===== src/rtl/riscv_pkg.sv =====
// Shared encodings for the multicycle RV32I control path: opcodes, FSM
// states, ALU operation codes and datapath mux select codes. Also provides
// the per-state control word used by the controller FSM.
package riscv_pkg;

   localparam logic [6:0] OP_LW    = 7'b0000011;
   localparam logic [6:0] OP_SW    = 7'b0100011;
   localparam logic [6:0] OP_RTYPE = 7'b0110011;
   localparam logic [6:0] OP_ITYPE = 7'b0010011;
   localparam logic [6:0] OP_BEQ   = 7'b1100011;
   localparam logic [6:0] OP_JAL   = 7'b1101111;

   typedef enum logic [3:0] {
      FETCH    = 4'd0,
      DECODE   = 4'd1,
      MEMADR   = 4'd2,
      MEMREAD  = 4'd3,
      MEMWB    = 4'd4,
      MEMWRITE = 4'd5,
      EXECUTER = 4'd6,
      EXECUTEI = 4'd7,
      ALUWB    = 4'd8,
      BEQ      = 4'd9,
      JAL      = 4'd10
   } state_t;

   typedef enum logic [1:0] {
      ALUOP_ADD   = 2'b00,
      ALUOP_SUB   = 2'b01,
      ALUOP_FUNCT = 2'b10
   } aluop_t;

   typedef enum logic [2:0] {
      ALU_ADD = 3'b000,
      ALU_SUB = 3'b001,
      ALU_AND = 3'b010,
      ALU_OR  = 3'b011,
      ALU_SLT = 3'b101
   } aluctl_t;

   typedef enum logic [1:0] {
      RES_ALUOUT    = 2'b00,
      RES_DATA      = 2'b01,
      RES_ALURESULT = 2'b10
   } ressrc_t;

   typedef enum logic [1:0] {
      SRCA_PC    = 2'b00,
      SRCA_OLDPC = 2'b01,
      SRCA_RD1   = 2'b10
   } srca_t;

   typedef enum logic [1:0] {
      SRCB_RD2  = 2'b00,
      SRCB_IMM  = 2'b01,
      SRCB_FOUR = 2'b10
   } srcb_t;

   typedef enum logic [1:0] {
      IMM_I = 2'b00,
      IMM_S = 2'b01,
      IMM_B = 2'b10,
      IMM_J = 2'b11
   } immsrc_t;

   typedef struct packed {
      logic    pcupdate;
      logic    branch;
      logic    adrsrc;
      logic    memwrite;
      logic    irwrite;
      logic    regwrite;
      ressrc_t resultsrc;
      srca_t   alusrca;
      srcb_t   alusrcb;
      aluop_t  aluop;
   } ctrl_t;

   // Moore control word for a state; fields not set stay zero.
   function automatic ctrl_t state_ctrl(input state_t s);
      ctrl_t c;
      c = '0;
      case (s)
         FETCH: begin
            c.irwrite   = 1'b1;
            c.alusrcb   = SRCB_FOUR;
            c.resultsrc = RES_ALURESULT;
            c.pcupdate  = 1'b1;
         end
         DECODE: begin
            c.alusrca = SRCA_OLDPC;
            c.alusrcb = SRCB_IMM;
         end
         MEMADR: begin
            c.alusrca = SRCA_RD1;
            c.alusrcb = SRCB_IMM;
         end
         MEMREAD: begin
            c.adrsrc = 1'b1;
         end
         MEMWB: begin
            c.resultsrc = RES_DATA;
            c.regwrite  = 1'b1;
         end
         MEMWRITE: begin
            c.adrsrc   = 1'b1;
            c.memwrite = 1'b1;
         end
         EXECUTER: begin
            c.alusrca = SRCA_RD1;
            c.alusrcb = SRCB_RD2;
            c.aluop   = ALUOP_FUNCT;
         end
         EXECUTEI: begin
            c.alusrca = SRCA_RD1;
            c.alusrcb = SRCB_IMM;
            c.aluop   = ALUOP_FUNCT;
         end
         ALUWB: begin
            c.regwrite = 1'b1;
         end
         BEQ: begin
            c.alusrca = SRCA_RD1;
            c.alusrcb = SRCB_RD2;
            c.aluop   = ALUOP_SUB;
            c.branch  = 1'b1;
         end
         JAL: begin
            c.alusrca  = SRCA_OLDPC;
            c.alusrcb  = SRCB_FOUR;
            c.pcupdate = 1'b1;
         end
         default: c = '0;
      endcase
      return c;
   endfunction

endpackage


===== src/rtl/multicycle_controller_if.sv =====
// Bundle between the multicycle controller and the shared datapath.
// master: controller side (takes instruction fields and zero flag, drives
//         enables, mux selects, ALU control and the exported state).
// slave:  datapath side, opposite directions.
interface multicycle_controller_if;

   logic [6:0] op;
   logic [2:0] funct3;
   logic       funct7b5;
   logic       zero;
   logic       PCWrite;
   logic       AdrSrc;
   logic       MemWrite;
   logic       IRWrite;
   logic       RegWrite;
   logic [1:0] ResultSrc;
   logic [1:0] ALUSrcA;
   logic [1:0] ALUSrcB;
   logic [2:0] ALUControl;
   logic [1:0] ImmSrc;
   logic [3:0] state;

   modport master (
      input  op, funct3, funct7b5, zero,
      output PCWrite, AdrSrc, MemWrite, IRWrite, RegWrite, ResultSrc,
             ALUSrcA, ALUSrcB, ALUControl, ImmSrc, state
   );

   modport slave (
      output op, funct3, funct7b5, zero,
      input  PCWrite, AdrSrc, MemWrite, IRWrite, RegWrite, ResultSrc,
             ALUSrcA, ALUSrcB, ALUControl, ImmSrc, state
   );

endinterface


===== src/rtl/alu_decoder.sv =====
// Combinational ALU operation decoder.
// Ports: aluop (add/sub/by-funct), funct3, funct7b5, op5 (instr[5], separates
//        R-type sub from I-type addi) -> alucontrol.
module alu_decoder
   import riscv_pkg::*;
(
   input  aluop_t     aluop,
   input  logic [2:0] funct3,
   input  logic       funct7b5,
   input  logic       op5,
   output aluctl_t    alucontrol
);

   always_comb begin
      alucontrol = ALU_ADD;
      case (aluop)
         ALUOP_ADD: alucontrol = ALU_ADD;
         ALUOP_SUB: alucontrol = ALU_SUB;
         ALUOP_FUNCT: begin
            case (funct3)
               3'b000:  alucontrol = (funct7b5 & op5) ? ALU_SUB : ALU_ADD;
               3'b010:  alucontrol = ALU_SLT;
               3'b110:  alucontrol = ALU_OR;
               3'b111:  alucontrol = ALU_AND;
               default: alucontrol = ALU_ADD;
            endcase
         end
         default: alucontrol = ALU_ADD;
      endcase
   end

endmodule


===== src/rtl/multicycle_controller.sv =====
// Multicycle RV32I control unit: Moore FSM sequencing fetch, decode,
// execute, memory and writeback over the shared datapath.
// Ports: clk, reset (sync, active-high), bus (master modport): instruction
//        fields op/funct3/funct7b5 and zero in; write enables, mux selects,
//        ALUControl, ImmSrc and current state out.
module multicycle_controller
   import riscv_pkg::*;
(
   input logic                     clk,
   input logic                     reset,
   multicycle_controller_if.master bus
);

   state_t  state_q;
   state_t  state_n;
   ctrl_t   ctrl_q;
   aluctl_t alucontrol;

   always_comb begin
      state_n = FETCH;
      case (state_q)
         FETCH: state_n = DECODE;
         DECODE: begin
            case (bus.op)
               OP_LW, OP_SW: state_n = MEMADR;
               OP_RTYPE:     state_n = EXECUTER;
               OP_ITYPE:     state_n = EXECUTEI;
               OP_BEQ:       state_n = BEQ;
               OP_JAL:       state_n = JAL;
               default:      state_n = FETCH;
            endcase
         end
         MEMADR:   state_n = (bus.op == OP_SW) ? MEMWRITE : MEMREAD;
         MEMREAD:  state_n = MEMWB;
         EXECUTER: state_n = ALUWB;
         EXECUTEI: state_n = ALUWB;
         JAL:      state_n = ALUWB;
         default:  state_n = FETCH;
      endcase
   end

   // Control word is loaded from the next state so outputs come straight
   // from flops yet still match the current state.
   always_ff @(posedge clk) begin
      if (reset) begin
         state_q <= FETCH;
         ctrl_q  <= state_ctrl(FETCH);
      end else begin
         state_q <= state_n;
         ctrl_q  <= state_ctrl(state_n);
      end
   end

   // Enables are masked by reset directly so a reset mid-instruction
   // suppresses writes in the same cycle, not one edge later.
   assign bus.PCWrite   = ~reset & (ctrl_q.pcupdate | (ctrl_q.branch & bus.zero));
   assign bus.IRWrite   = ~reset & ctrl_q.irwrite;
   assign bus.RegWrite  = ~reset & ctrl_q.regwrite;
   assign bus.MemWrite  = ~reset & ctrl_q.memwrite;
   assign bus.AdrSrc    = ctrl_q.adrsrc;
   assign bus.ResultSrc = ctrl_q.resultsrc;
   assign bus.ALUSrcA   = ctrl_q.alusrca;
   assign bus.ALUSrcB   = ctrl_q.alusrcb;
   assign bus.state     = state_q;
   assign bus.ALUControl = alucontrol;

   alu_decoder u_alu_decoder (
      .aluop      (ctrl_q.aluop),
      .funct3     (bus.funct3),
      .funct7b5   (bus.funct7b5),
      .op5        (bus.op[5]),
      .alucontrol (alucontrol)
   );

   always_comb begin
      case (bus.op)
         OP_LW, OP_ITYPE: bus.ImmSrc = IMM_I;
         OP_SW:           bus.ImmSrc = IMM_S;
         OP_BEQ:          bus.ImmSrc = IMM_B;
         OP_JAL:          bus.ImmSrc = IMM_J;
         default:         bus.ImmSrc = IMM_I;
      endcase
   end

endmodule

===== src/flat_wrapper.sv =====
// flat-port wrapper written by rule: the top's interface ports become plain ports
module multicycle_controller_flat import riscv_pkg::*;
  (clk, reset, bus_op, bus_funct3, bus_funct7b5, bus_zero, bus_PCWrite, bus_AdrSrc, bus_MemWrite, bus_IRWrite, bus_RegWrite, bus_ResultSrc, bus_ALUSrcA, bus_ALUSrcB, bus_ALUControl, bus_ImmSrc, bus_state);
  multicycle_controller_if bus_i ();
  input logic clk;
  input logic reset;
  input wire logic [$bits(bus_i.op)-1:0] bus_op;
  input wire logic [$bits(bus_i.funct3)-1:0] bus_funct3;
  input wire logic [$bits(bus_i.funct7b5)-1:0] bus_funct7b5;
  input wire logic [$bits(bus_i.zero)-1:0] bus_zero;
  output wire logic [$bits(bus_i.PCWrite)-1:0] bus_PCWrite;
  output wire logic [$bits(bus_i.AdrSrc)-1:0] bus_AdrSrc;
  output wire logic [$bits(bus_i.MemWrite)-1:0] bus_MemWrite;
  output wire logic [$bits(bus_i.IRWrite)-1:0] bus_IRWrite;
  output wire logic [$bits(bus_i.RegWrite)-1:0] bus_RegWrite;
  output wire logic [$bits(bus_i.ResultSrc)-1:0] bus_ResultSrc;
  output wire logic [$bits(bus_i.ALUSrcA)-1:0] bus_ALUSrcA;
  output wire logic [$bits(bus_i.ALUSrcB)-1:0] bus_ALUSrcB;
  output wire logic [$bits(bus_i.ALUControl)-1:0] bus_ALUControl;
  output wire logic [$bits(bus_i.ImmSrc)-1:0] bus_ImmSrc;
  output wire logic [$bits(bus_i.state)-1:0] bus_state;
  assign bus_i.op = bus_op;
  assign bus_i.funct3 = bus_funct3;
  assign bus_i.funct7b5 = bus_funct7b5;
  assign bus_i.zero = bus_zero;
  assign bus_PCWrite = bus_i.PCWrite;
  assign bus_AdrSrc = bus_i.AdrSrc;
  assign bus_MemWrite = bus_i.MemWrite;
  assign bus_IRWrite = bus_i.IRWrite;
  assign bus_RegWrite = bus_i.RegWrite;
  assign bus_ResultSrc = bus_i.ResultSrc;
  assign bus_ALUSrcA = bus_i.ALUSrcA;
  assign bus_ALUSrcB = bus_i.ALUSrcB;
  assign bus_ALUControl = bus_i.ALUControl;
  assign bus_ImmSrc = bus_i.ImmSrc;
  assign bus_state = bus_i.state;
  multicycle_controller u_core (.clk(clk), .reset(reset), .bus(bus_i));
endmodule

===== config.mk =====
export PLATFORM = sky130hd
export DESIGN_NAME = multicycle_controller_flat
export DESIGN_NICKNAME = d
export VERILOG_FILES = /design/src/rtl/riscv_pkg.sv /design/src/rtl/multicycle_controller_if.sv /design/src/rtl/alu_decoder.sv /design/src/rtl/multicycle_controller.sv /design/src/flat_wrapper.sv
export SDC_FILE = /design/constraint.sdc
export NUM_CORES = 1
export LEC_CHECK = 0
export CELL_PAD_IN_SITES_DETAIL_PLACEMENT = 2
export CELL_PAD_IN_SITES_GLOBAL_PLACEMENT = 2
export CORE_ASPECT_RATIO = 0.6
export CORE_MARGIN = 3
export CORE_UTILIZATION = 23
export CTS_BUF_LIST = sky130_fd_sc_hd__clkbuf_8
export DETAILED_ROUTE_END_ITERATION = 8
export GPL_TIMING_DRIVEN = 0
export PLACE_DENSITY = 0.79
export SETUP_SLACK_MARGIN = 0.2
export SLEW_MARGIN = 20
export SYNTH_ARGS = -nofsm -noshare
export SYNTH_HDL_FRONTEND = slang
export SYNTH_HIERARCHICAL = 1
export SYNTH_SLANG_ARGS = --single-unit

===== constraint.sdc =====
create_clock -name clk -period 2 [get_ports clk]
set_input_delay 0.5 -clock clk [delete_from_list [all_inputs] [get_ports clk]]
set_output_delay 0.5 -clock clk [all_outputs]
set_load 0.005 [all_outputs]

# After elaboration in Yosys (flattened, before gate mapping)

Index checks and enable logic that the tools add are counted.

Add/subtract/negate cells: 0
Multiply operators: 0
Div/mod/pow operators: 0
Order comparisons: 0
Equality and inequality tests: 27
Shift-type cells: 0
Muxes and demuxes: 17
Bitwise operators: 8
Reduce and logical (&&, ||, !) cells: 12

Operators with widths:

| operator           | number |
|---|---|
| $pmux 4 s5         | 2 |
| $eq 4x3->1 const B | 6 |
| $eq 4x2->1 const B | 4 |
| $eq 4x4->1 const B | 4 |
| $pmux 2 s2         | 4 |
| $eq 7x6->1 const B | 2 |
| $eq 7x7->1 const B | 2 |
| $pmux 3 s4         | 1 |
| $reduce_or 2->1    | 6 |
| $eq 4x1->1 const B | 2 |
| $logic_not 4->1    | 2 |
| $eq 7x2->1 const B | 1 |
| $eq 7x5->1 const B | 1 |
| $mux 1             | 7 |
| $and 1x1->1        | 6 |
| $eq 3x3->1 const B | 2 |
| $pmux 2 s3         | 1 |
| $pmux 3 s2         | 1 |
| $reduce_or 3->1    | 2 |
| $reduce_or 4->1    | 1 |
| $eq 3x2->1 const B | 1 |
| $logic_not 3->1    | 1 |
| $mux 3             | 1 |
| $eq 2x1->1 const B | 1 |
| other kinds (3)    | 3 |

Flip-flop bits (word level): 18
Bits in latches: 0
RAM bits: 0
Bits in read-only memories: 0
Input port bits: 14
Word-level logic and storage cells: 75
Memories kept: 0

# Depth between registers and ports, before layout

Gate-level depths: netlist of the first run.

Depth in word-level cells: 7
Depth in mapped cells: 6

# Hierarchy

The synthesis of the first run kept the hierarchy.

By module, submodules not included:

| module                | instances | cells an instance | area each (um^2) | seq. area each (um^2) |
|---|---|---|---|---|
| multicycle_controller | 1         | 88                | 808.3            | 320.3 |
| alu_decoder           | 1         | 11                | 96.3             | 0.0 |

# Worst setup path before layout of the first run

OpenSTA, ideal clock, no wires.

Path kind: input to register
Start: in bus_op[6]
End: reg u_core.ctrl_q, in the netlist u_core/bus.ALUSrcB[1]
Setup time: 0.120 ns
Arrival: 1.799 ns
Required time: 1.880 ns
Path slack: 0.081 ns
Stages on the path: 6
Path buffers: 1
Cells stage by stage: buf_6 or3b_1 a211oi_1 o21ai_2 and3_4 a211o_1

Word-level cells in the longest chain between the ends: 7

Ends and longest elaborated chain:

| element                                                      | line                                                     | text |
|---|---|---|
| start: declaration                                           | flat_wrapper.sv:7                                        | `input wire logic [$bits(bus_i.op)-1:0] bus_op;` |
| $eq 7x2->1 or $eq 7x6->1 (tied branches)                     | multicycle_controller.sv:24, multicycle_controller.sv:33 |  |
| $reduce_or 2->1                                              | multicycle_controller.sv:24                              | `case (bus.op)` |
| $pmux 4 s5                                                   | multicycle_controller.sv:24                              |  |
| $pmux 4 s5 (*)                                               | multicycle_controller.sv:21                              | `case (state_q)` |
| $eq 4x1->1, or another cell as far along                     | riscv_pkg.sv:83                                          | `case (s)` |
| $reduce_or 3->1 (no line) or $reduce_or 2->1 (tied branches) | --                                                       |  |
| $pmux 2 s2 (*)                                               | riscv_pkg.sv:83                                          |  |
| end signal: assignment                                       | multicycle_controller.sv:47                              | `ctrl_q <= state_ctrl(FETCH);` |
| end signal: assignment                                       | multicycle_controller.sv:50                              | `ctrl_q <= state_ctrl(state_n);` |
| end: declaration                                             | multicycle_controller.sv:16                              | `ctrl_t ctrl_q;` |

Mark *: on every way between the ends. The rest lies on a longest branch, timed or not.
A chain may end at the register's enable or synchronous reset.

# Final worst setup path of the first run

Start: in bus_op[3]
End: reg u_core/ctrl_q[8] (netlist name)

Word-level cells in the longest chain between the ends: 7

Ends and longest elaborated chain:

| element                                  | line |
|---|---|
| $eq 7x2->1 or $eq 7x6->1 (tied branches) | multicycle_controller.sv:24, multicycle_controller.sv:33 |
| $reduce_or 2->1                          | multicycle_controller.sv:24 |
| $pmux 4 s5                               | multicycle_controller.sv:24 |
| $pmux 4 s5 (*)                           | multicycle_controller.sv:21 |
| $eq 4x4->1 or $eq 4x3->1 (tied branches) | riscv_pkg.sv:83 |
| $reduce_or 2->1 (no line) (*)            | -- |
| $mux 1 (*)                               | riscv_pkg.sv:83 |

Marked as above.

==> metrics, run 1 <==
status completed; final worst-path setup slack 0.0516 ns; Reg clk slew, reported paths 0.06 ns; die area 4750 um^2; critical path class in -> reg; vias 976; synth unique cells 41; Initial Utilization 25.8%; Clock Skew 0.000885 ns; sequential area share after synthesis 35.4%; Hold Startpoint reset; Core Footprint 3500 um^2; reg2reg setup slack 0.10 ns; clk_lat worst skew 0.25 ns; die width 87.0 um; pre-CTS setup slack -0.637 ns; Worst R2R Start u_core/bus.state[2]$_SDFF_PP0_; routed len/inst 18.4 um; max-slew violation count 0; Hold Crit Depth 2; post-synthesis async set-or-reset flop share 0%; synthesis-to-layout area growth 84.0%; GRT Overall Usage 15.2%; initial drt markers 32; pwr/cell area 478 nW/um^2; # H-tree levels 1; WP data arrival 2.12 ns; share of layout cells above drive strength 1 53.2%; Ys Warns 6; post-route ant nets 0; RePlAce Congestion 0.746; Synth Net Count 115; Site Rows 16; Mapped Area 905 um^2; DR vias/cell 4.81; final hold vios 0; CTS Root Cell clkbuf_8; worst min path class in -> reg; first-pass GRT wire length 5.46 mm; measured slew at the worst slew-check pin 0.645 ns; diodes inserted 0; Port Buffers 32; height of the die 54.6 um; GRT Residual Overflow 0; crit path time final 1.95 ns; Sink Count 16; Synth Area per Inst 9.14 um^2; largest net degree at the start of global routing 11; leak pwr 0.696 nW; VDD IR max 223 uV; Setup violations, final 0; number of synthesized flops with an enable pin 0; RSZ-0062 raised after global routing true; Top FF cell, synth dfxtp_1; post-DP HPWL 2.30 mm; initial antenna violation count 0; CTS tree built; endpoint type of the worst setup path flop; Routed WL 3.73 mm; FF-to-FF path depth 7; IO Pins 34; WP data required 2.17 ns; final worst path period share 97.4%; Slew headroom 56.8%; MaxCap Viol Count 0; fmax 0.513 GHz; Worst setup startpoint bus_op[3]; Core Util, Final 47.5%; deepest clock path buffer count 2; TritonCTS buffer count 3; vias in the first global route 1,055; synthesized instance count 99; Critical Path Fanout Max 5; Final nets 175; Synth Register Bits 16; DRT Pass-1 Iters 4; DRC viols 0; Startpoint Class primary input
## flip-flops by register name (all words and copies together), names as in the netlist
register / cells
u_core/bus.ALUSrcA: 2
u_core/bus.ALUSrcB: 2
u_core/bus.AdrSrc: 1
u_core/bus.ResultSrc: 1
u_core/bus.state: 4
u_core/ctrl_q: 6
## final timing paths
kind                                       to
min reg2reg  u_core/bus.ALUSrcA[0]$_SDFF_PP0_
max reg2reg  u_core/bus.ALUSrcB[1]$_SDFF_PP1_
max               u_core/ctrl_q[8]$_SDFF_PP0_
min          u_core/bus.ALUSrcA[0]$_SDFF_PP0_
## through the flow
stage	hold slack, ns	area, um^2	TNS (ns)	total power, mW	std cells
2_1_floorplan	0.562	910	0	0.404	99
3_3_place_gp	0.590	1290	-8.14	0.469	176
3_5_place_dp	0.624	1290	-9.69	0.476	176
4_1_cts	0.572	1540	0	0.785	195
5_1_grt	0.589	1660	-0.00130	0.836	203
6_report	0.584	1660	0	0.795	203
## layout by cell type, fill, tap and decap left out, drive strengths merged, types with 3 or more instances in the layout
master / n
buf: 41
dfxtp: 16
nor2: 15
clkdlybuf4s50: 12
nor3: 7
dlygate4sd2: 6
clkbuf: 6
inv: 5
nand3b: 4
nor2b: 4
nand2: 4
nand2b: 3
o21ai: 3
## layer usage
metal / share of wire (%) / up-vias / track usage (%)
li1: - / 467 / -
met1: 46 / 484 / 18.1
met2: 49 / 23 / 28.8
met3: 3.5 / 2 / 4.51
met4: 0.94 / 0 / 0.777
met5: 0 / - / 0
## critical path, cell delays in order
cell and delay [ns]:
buf_8 0.10, nand4bb_4 0.23, buf_6 0.15, or3_4 0.39, a32oi_4 0.30, buf_4 0.17, buf_6 0.09, nand2_4 0.04
a211oi_2 0.14
## cell usage after synthesis (2+ instances only)
cell      number  share of area (%)
dfxtp_1       16                 35
nor2_1        15                6.2
buf_4          6                5.0
nor3_1         6                3.3
inv_1          5                2.1
nand2_1        4                1.7
nand3b_1       4                3.3
nor2b_1        4                2.8
a211oi_1       2                1.7
a21oi_1        2                1.1
ha_1           2                2.8
nand2b_1       2                1.4
nand3_1        2                1.1
o21a_1         2                1.7
## layout make-up
cell class	count	area [um^2]
repair buffers	55	462
fillers	377	1840
plain buffers	8	70.1
clock buffers	4	55.1
flip-flops and latches	16	325
inverters	5	18.8
multi-input cells	70	677
well taps	45	56.3
## logic make-up (layout without fill, tap and decap cells)
kind of cell / Yosys count / after routing / synth area share, %
and+or+nand+nor: 47 / 47 / 32.5
AOI/OAI and AO/OA: 19 / 19 / 18.4
DFF: 16 / 16 / 35.4
buffers and inverters: 13 / 72 / 8.71
adders and majority gates: 2 / 2 / 2.77
xor gates and xnor gates: 1 / 1 / 0.968
muxes: 1 / 1 / 1.24
## where the power goes
part	total, mW	switching [mW]	internal, mW	leakage, nW
clock	0.288	0.114	0.175	0.0288
combinational	0.171	0.0794	0.0919	0.535
sequential	0.336	0.00751	0.328	0.132
## timing repair
item	CTS	global route
gates resized for setup	84	20
hold buffers	0	0
pin swaps	15	11
setup buffers	15	8
gates cloned	0	0
setup endpoints to repair	25	17
(Power assumes the default switching activity.)
==> inputs of run 2 (changes only) <==
- CORE_UTILIZATION: 23 -> 28
- PLACE_DENSITY: 0.79 -> 0.9
- clock period: 2 -> 2.3 ns (I/O delays scaled with it)
==> run 2 against run 1 <==
Non-clock buffer count fell by 12. Flip-flop and latch count did not move. Clock power fell by 10%. Cell count fell by 7.4%. Critical path depth fell by 3. Register-to-register slack improved by 0.25 ns. Cell area fell by 9.5%. Die area fell by 16%. Routed wire length rose by 23%. Via count rose by 2.3%. Sequential share of layout area rose by 1.9 points. Clock skew rose by 0.0038 ns. Critical path type unchanged. Critical endpoint is now u_core/bus.ALUSrcB[1]$_SDFF_PP1_.
==> metrics, run 2 (synthesis gave the netlist of run 1 again) <==
worst min path class reg -> reg; vias 998; CP peak stage delay 0.43 ns; Setup violations, final 0; diodes inserted 0; GRT Overall Usage 21.1%; Startpoint Class primary input; grt met2 use 38.1%; post-route ant nets 0; final hold vios 0; die area 3970 um^2; CTS tree built; Placed Instances 173; final worst path period share 92.2%; synthesis-to-layout area growth 66.5%; Top reg by flops u_core/ctrl_q; Port Buffers 32; DR vias/cell 5.31; max-slew violation count 0; endpoint type of the worst setup path flop; WP data required 2.44 ns; Clock Power Share 37.1%; TritonCTS buffer count 3; vias in the first global route 1,088; Routed WL 4.59 mm; IO Pins 34; Slew headroom 57.6%; Switching Fraction 26.5%; GRT Residual Overflow 0; die width 79.4 um; post-DP HPWL 2.33 mm; switching pwr 185 uW; WP data arrival 2.26 ns; share of layout cells above drive strength 1 41.8%; Internal 512 uW; post-route insts no fill 188; DP Area 1280 um^2; Finished Cell Area 1510 um^2; largest net degree at the start of global routing 11; max reg flops 6; Seq pwr share 41.9%; pwr/cell area 462 nW/um^2; Core Footprint 2980 um^2; GR Util met1 25.5%; initial antenna violation count 0; deepest clock path buffer count 2; # H-tree levels 1; Logic pwr share 21.0%; commonest cells after routing, fill and taps aside 15 x nor2_1, 15 x buf_4, 14 x clkdlybuf4s50_1, 14 x dfxtp_1; critical path class in -> reg; Clock Skew 0.00467 ns; measured slew at the worst slew-check pin 0.633 ns; Critical Path Fanout Max 4; DRT Pass-1 Iters 4; DRC viols 0; Overall Power 697 uW; height of the die 50.0 um; MaxCap Viol Count 0; Sink Count 16; status completed; Initial Utilization 30.3%; initial drt markers 25; routed len/inst 24.4 um; fmax 0.472 GHz; Reg clk slew, reported paths 0.07 ns; Site Rows 15; critical path cell sequence clkdlybuf4s15_1 > or3b_4 > a211oi_4 > o21ai_2 > and3_4 > a211o_1; first-pass GRT wire length 6.18 mm; RSZ-0062 raised after global routing true; Top Usage Layer GRT met2; Slowest cell on crit path or3b_4; CTS Root Cell clkbuf_8; GRT met3 Usage 4.56%; crit path time final 2.12 ns; VDD IR max 223 uV; leak pwr 0.608 nW; RePlAce Congestion 0.719; Final nets 163; clk_lat worst skew 0.26 ns
[run 2: cell types whose count changed in the layout (fill, tap and decap cells not counted), moves of 2 or more]
| cell | previous run | this run |
|---|---|---|
| buf_2 | 9 | 4 |
| clkbuf_2 | 1 | 3 |
| buf_4 | 25 | 15 |
| dlymetal6s2s_1 | 0 | 2 |
| dfxtp_2 | 4 | 2 |
| dfxtp_1 | 12 | 14 |
| clkdlybuf4s50_1 | 12 | 14 |
[run 2: per-layer routing]
metal  up-vias  share of wire, %
li1        441                 -
met1       513                42
met2        38                52
met3         6               5.2
met4         0               1.6
met5         -                 0
[run 2: worst paths after layout]
path / startpoint / endpoint / slack (ns) / cells past startpoint
worst min-delay path: u_core/bus.state[1]$_SDFF_PP0_ / u_core/bus.ALUSrcA[0]$_SDFF_PP0_ / 0.63 / 1
worst max-delay path: bus_op[4] / u_core/bus.ALUSrcB[1]$_SDFF_PP1_ / 0.18 / 6
worst min register to register: u_core/bus.state[1]$_SDFF_PP0_ / u_core/bus.ALUSrcA[0]$_SDFF_PP0_ / 0.63 / 1
worst max register to register: u_core/bus.state[0]$_SDFF_PP0_ / u_core/bus.ALUSrcB[1]$_SDFF_PP1_ / 0.35 / 5
[run 2: power by group through the flow]
| stage | combinational (mW) | sequential, mW | clock (mW) |
|---|---|---|---|
| floorplan | 0.0557 | 0.295 | 0 |
| global placement | 0.110 | 0.297 | 0 |
| detailed placement | 0.117 | 0.297 | 0 |
| CTS | 0.126 | 0.291 | 0.261 |
| global route | 0.155 | 0.293 | 0.279 |
| finish | 0.146 | 0.292 | 0.258 |
[run 2: layout make-up]
class                   count  area, um^2
clock buffers               4        55.1
fillers                   315        1480
plain buffers               8        70.1
well taps                  42        52.6
repair buffers             43         382
inverters                   5        18.8
multi-input cells          70         606
flip-flops and latches     16         323
[run 2: timing repair]
action / CTS / global route
setup buffers: 7 / 4
resized for setup: 51 / 24
cloned: 0 / 0
pin swaps: 6 / 7
endpoints found under the setup margin: 22 / 15
hold buffers: 0 / 0
[run 2: per-stage QoR]
| stage | setup TNS (ns) | hold WS (ns) | utilization (%) | setup WS [ns] |
|---|---|---|---|---|
| after detailed placement | -5.12 | 0.601 | 42.8 | -0.538 |
| after global placement | -3.69 | 0.590 | 42.8 | -0.463 |
| after CTS | 0 | 0.613 | 48.4 | 0.195 |
| after floorplan | 0 | 0.546 | - | 0.306 |
| final | 0 | 0.632 | 50.5 | 0.180 |
| after global routing | 0 | 0.668 | 50.5 | 0.140 |
[run 2: worst max-delay path: cells and delay by family]
kind / cells / cell delay [ns]
simple gates: 2 / 0.65
buf+inv: 1 / 0.25
compound gates: 3 / 0.78
==> inputs of run 3 (changes only) <==
- CORE_UTILIZATION: 28 -> 23
- PLACE_DENSITY: 0.9 -> 0.79
- clock period: 2.3 -> 1.8 ns (I/O delays scaled with it)
==> run 3 against run 2 <==
The run now ends with setup timing left. Core utilization down 3.4 points. Cell area up 9.4%. Sequential share of layout area down 0.93 points. Worst hold slack worse by 0.11 ns. Setup slack worse by 0.19 ns. Cell count up 5.3%. Clock power up 26%. Sequential power up 27%. Critical path type unchanged.
==> metrics, run 3 (synthesis gave the netlist of run 1 again) <==
initial drt markers 16; post-route ant nets 0; Worst R2R Start u_core/bus.state[2]$_SDFF_PP0_; commonest non-fill, non-tap cell in the layout buf_4; Site Rows 16; critical path class in -> reg; Final nets 170; Internal 652 uW; post-DP HPWL 2.21 mm; Switching Fraction 25.4%; die width 87.0 um; Initial Utilization 25.8%; deepest clock path buffer count 2; worst min path class in -> reg; TritonCTS buffer count 3; final worst-path setup slack -0.00974 ns; Reg clk slew, reported paths 0.07 ns; clk_lat worst skew 0.25 ns; # hold bufs at CTS 0; WHS Endpoint u_core/bus.state[0]$_SDFF_PP0_; Sink Count 16; Port Buffers 32; crit path time final 1.81 ns; final setup TNS -0.0150 ns; leak pwr 0.730 nW; GRT Residual Overflow 0; Startpoint Class primary input; Overall Power 874 uW; endpoint type of the worst setup path flop; DP Area 1290 um^2; Hold Crit Depth 2; vias in the first global route 1,100; fmax 0.553 GHz; Core Footprint 3500 um^2; VDD IR max 308 uV; final hold vios 0; Core Util, Final 47.0%; FF-to-FF path depth 5; height of the die 54.6 um; vias 956; DRT Pass-1 Iters 3; first-pass GRT wire length 5.81 mm; max-slew violation count 0; Seq pwr share 42.5%; synthesis-to-layout area growth 82.2%; Reg area 338 um^2; Logic pwr share 20.4%; reg-to-reg endpoint u_core/bus.ALUSrcB[1]$_SDFF_PP1_; final worst path period share 101%; commonest cells after routing, fill and taps aside 18 x buf_4, 13 x nor2_1, 10 x buf_2, 9 x dlygate4sd2_1, 9 x buf_6; failing checks setup timing; diodes inserted 0; share of layout cells above drive strength 1 57.5%; WP data required 1.95 ns; die area 4750 um^2; IO Pins 34; area of the multi-input gates 673 um^2; DR vias/cell 4.83; Setup violations, final 2; Slew headroom 62.6%; Hold Startpoint reset; WP data arrival 1.96 ns; largest net degree at the start of global routing 11; switching pwr 222 uW; CTS tree built; RSZ-0062 raised after global routing true; FILL cells 387; tightest hold margin 0.526 ns; Clock Skew 0.00286 ns; # H-tree levels 1; MaxCap Viol Count 0; status finished with violations; initial antenna violation count 0; reg2reg setup slack 0.11 ns; Routed WL 3.60 mm; Critical Path Fanout Max 6; pwr/cell area 531 nW/um^2; GRT Overall Usage 16.6%; CTS Root Cell clkbuf_8; Clock Power Share 37.2%; max reg flops 6; routed len/inst 18.2 um; DRC viols 0; measured slew at the worst slew-check pin 0.559 ns; RePlAce Congestion 0.741; Finished Cell Area 1650 um^2; Top reg by flops u_core/ctrl_q
[run 3: per-stage QoR]
stage                     cells  worst slack (ns)
after global placement      176            -0.746
after CTS                   197            0.0280
final                       198          -0.00974
after detailed placement    176            -0.766
after global routing        198           -0.0459
after floorplan              99           -0.0280
[run 3: critical path: stages]
cell	delay (ns)
buf_8	0.10
nand4bb_4	0.23
buf_6	0.16
or3_4	0.34
a32oi_4	0.33
buf_6	0.19
nand3b_1	0.11
a21boi_1	0.06
[run 3: final cells by class]
cell class / count / share of cell area (%)
tap: 45 / 3.42
clock buffer: 4 / 3.34
buffer: 8 / 4.25
multi-input combinational: 70 / 40.9
sequential: 16 / 20.5
timing repair buffer: 50 / 26.5
inverter: 5 / 1.14
[run 3: power groups by stage]
stage / combinational, mW / sequential (mW) / clock (mW)
after CTS: 0.163 / 0.371 / 0.324
after global placement: 0.143 / 0.379 / 0
after detailed placement: 0.149 / 0.380 / 0
after global routing: 0.194 / 0.373 / 0.356
final: 0.178 / 0.371 / 0.325
after floorplan: 0.0723 / 0.377 / 0
[run 3: worst max path at each step]
| stage | cells after the start | start | slack (ns) | endpoint |
|---|---|---|---|---|
| final | 8 | bus_op[2] | -0.01 | u_core/bus.AdrSrc$_SDFF_PP0_ |
| after global routing | 8 | bus_op[2] | -0.05 | u_core/ctrl_q[8]$_SDFF_PP0_ |
| after CTS | 4 | bus_zero | 0.03 | bus_PCWrite |
| after detailed placement | 4 | reset | -0.77 | bus_PCWrite |
| after global placement | 4 | reset | -0.75 | bus_PCWrite |
| after floorplan | 5 | bus_op[3] | -0.03 | u_core/bus.ALUSrcB[1]$_SDFF_PP1_ |
[run 3: per-layer routing]
| layer | GRT usage, % | share of wire (%) | vias up |
|---|---|---|---|
| li1 | - | - | 454 |
| met1 | 19.7 | 43 | 470 |
| met2 | 31.0 | 51 | 28 |
| met3 | 4.36 | 5.5 | 4 |
| met4 | 3.11 | 1.0 | 0 |
| met5 | 0 | 0 | - |
[run 3: what timing repair did]
| item | CTS | global route |
|---|---|---|
| buffers inserted | 17 | 1 |
| endpoints found under the setup margin | 30 | 23 |
| resized for setup | 99 | 26 |
| pin swaps | 17 | 6 |
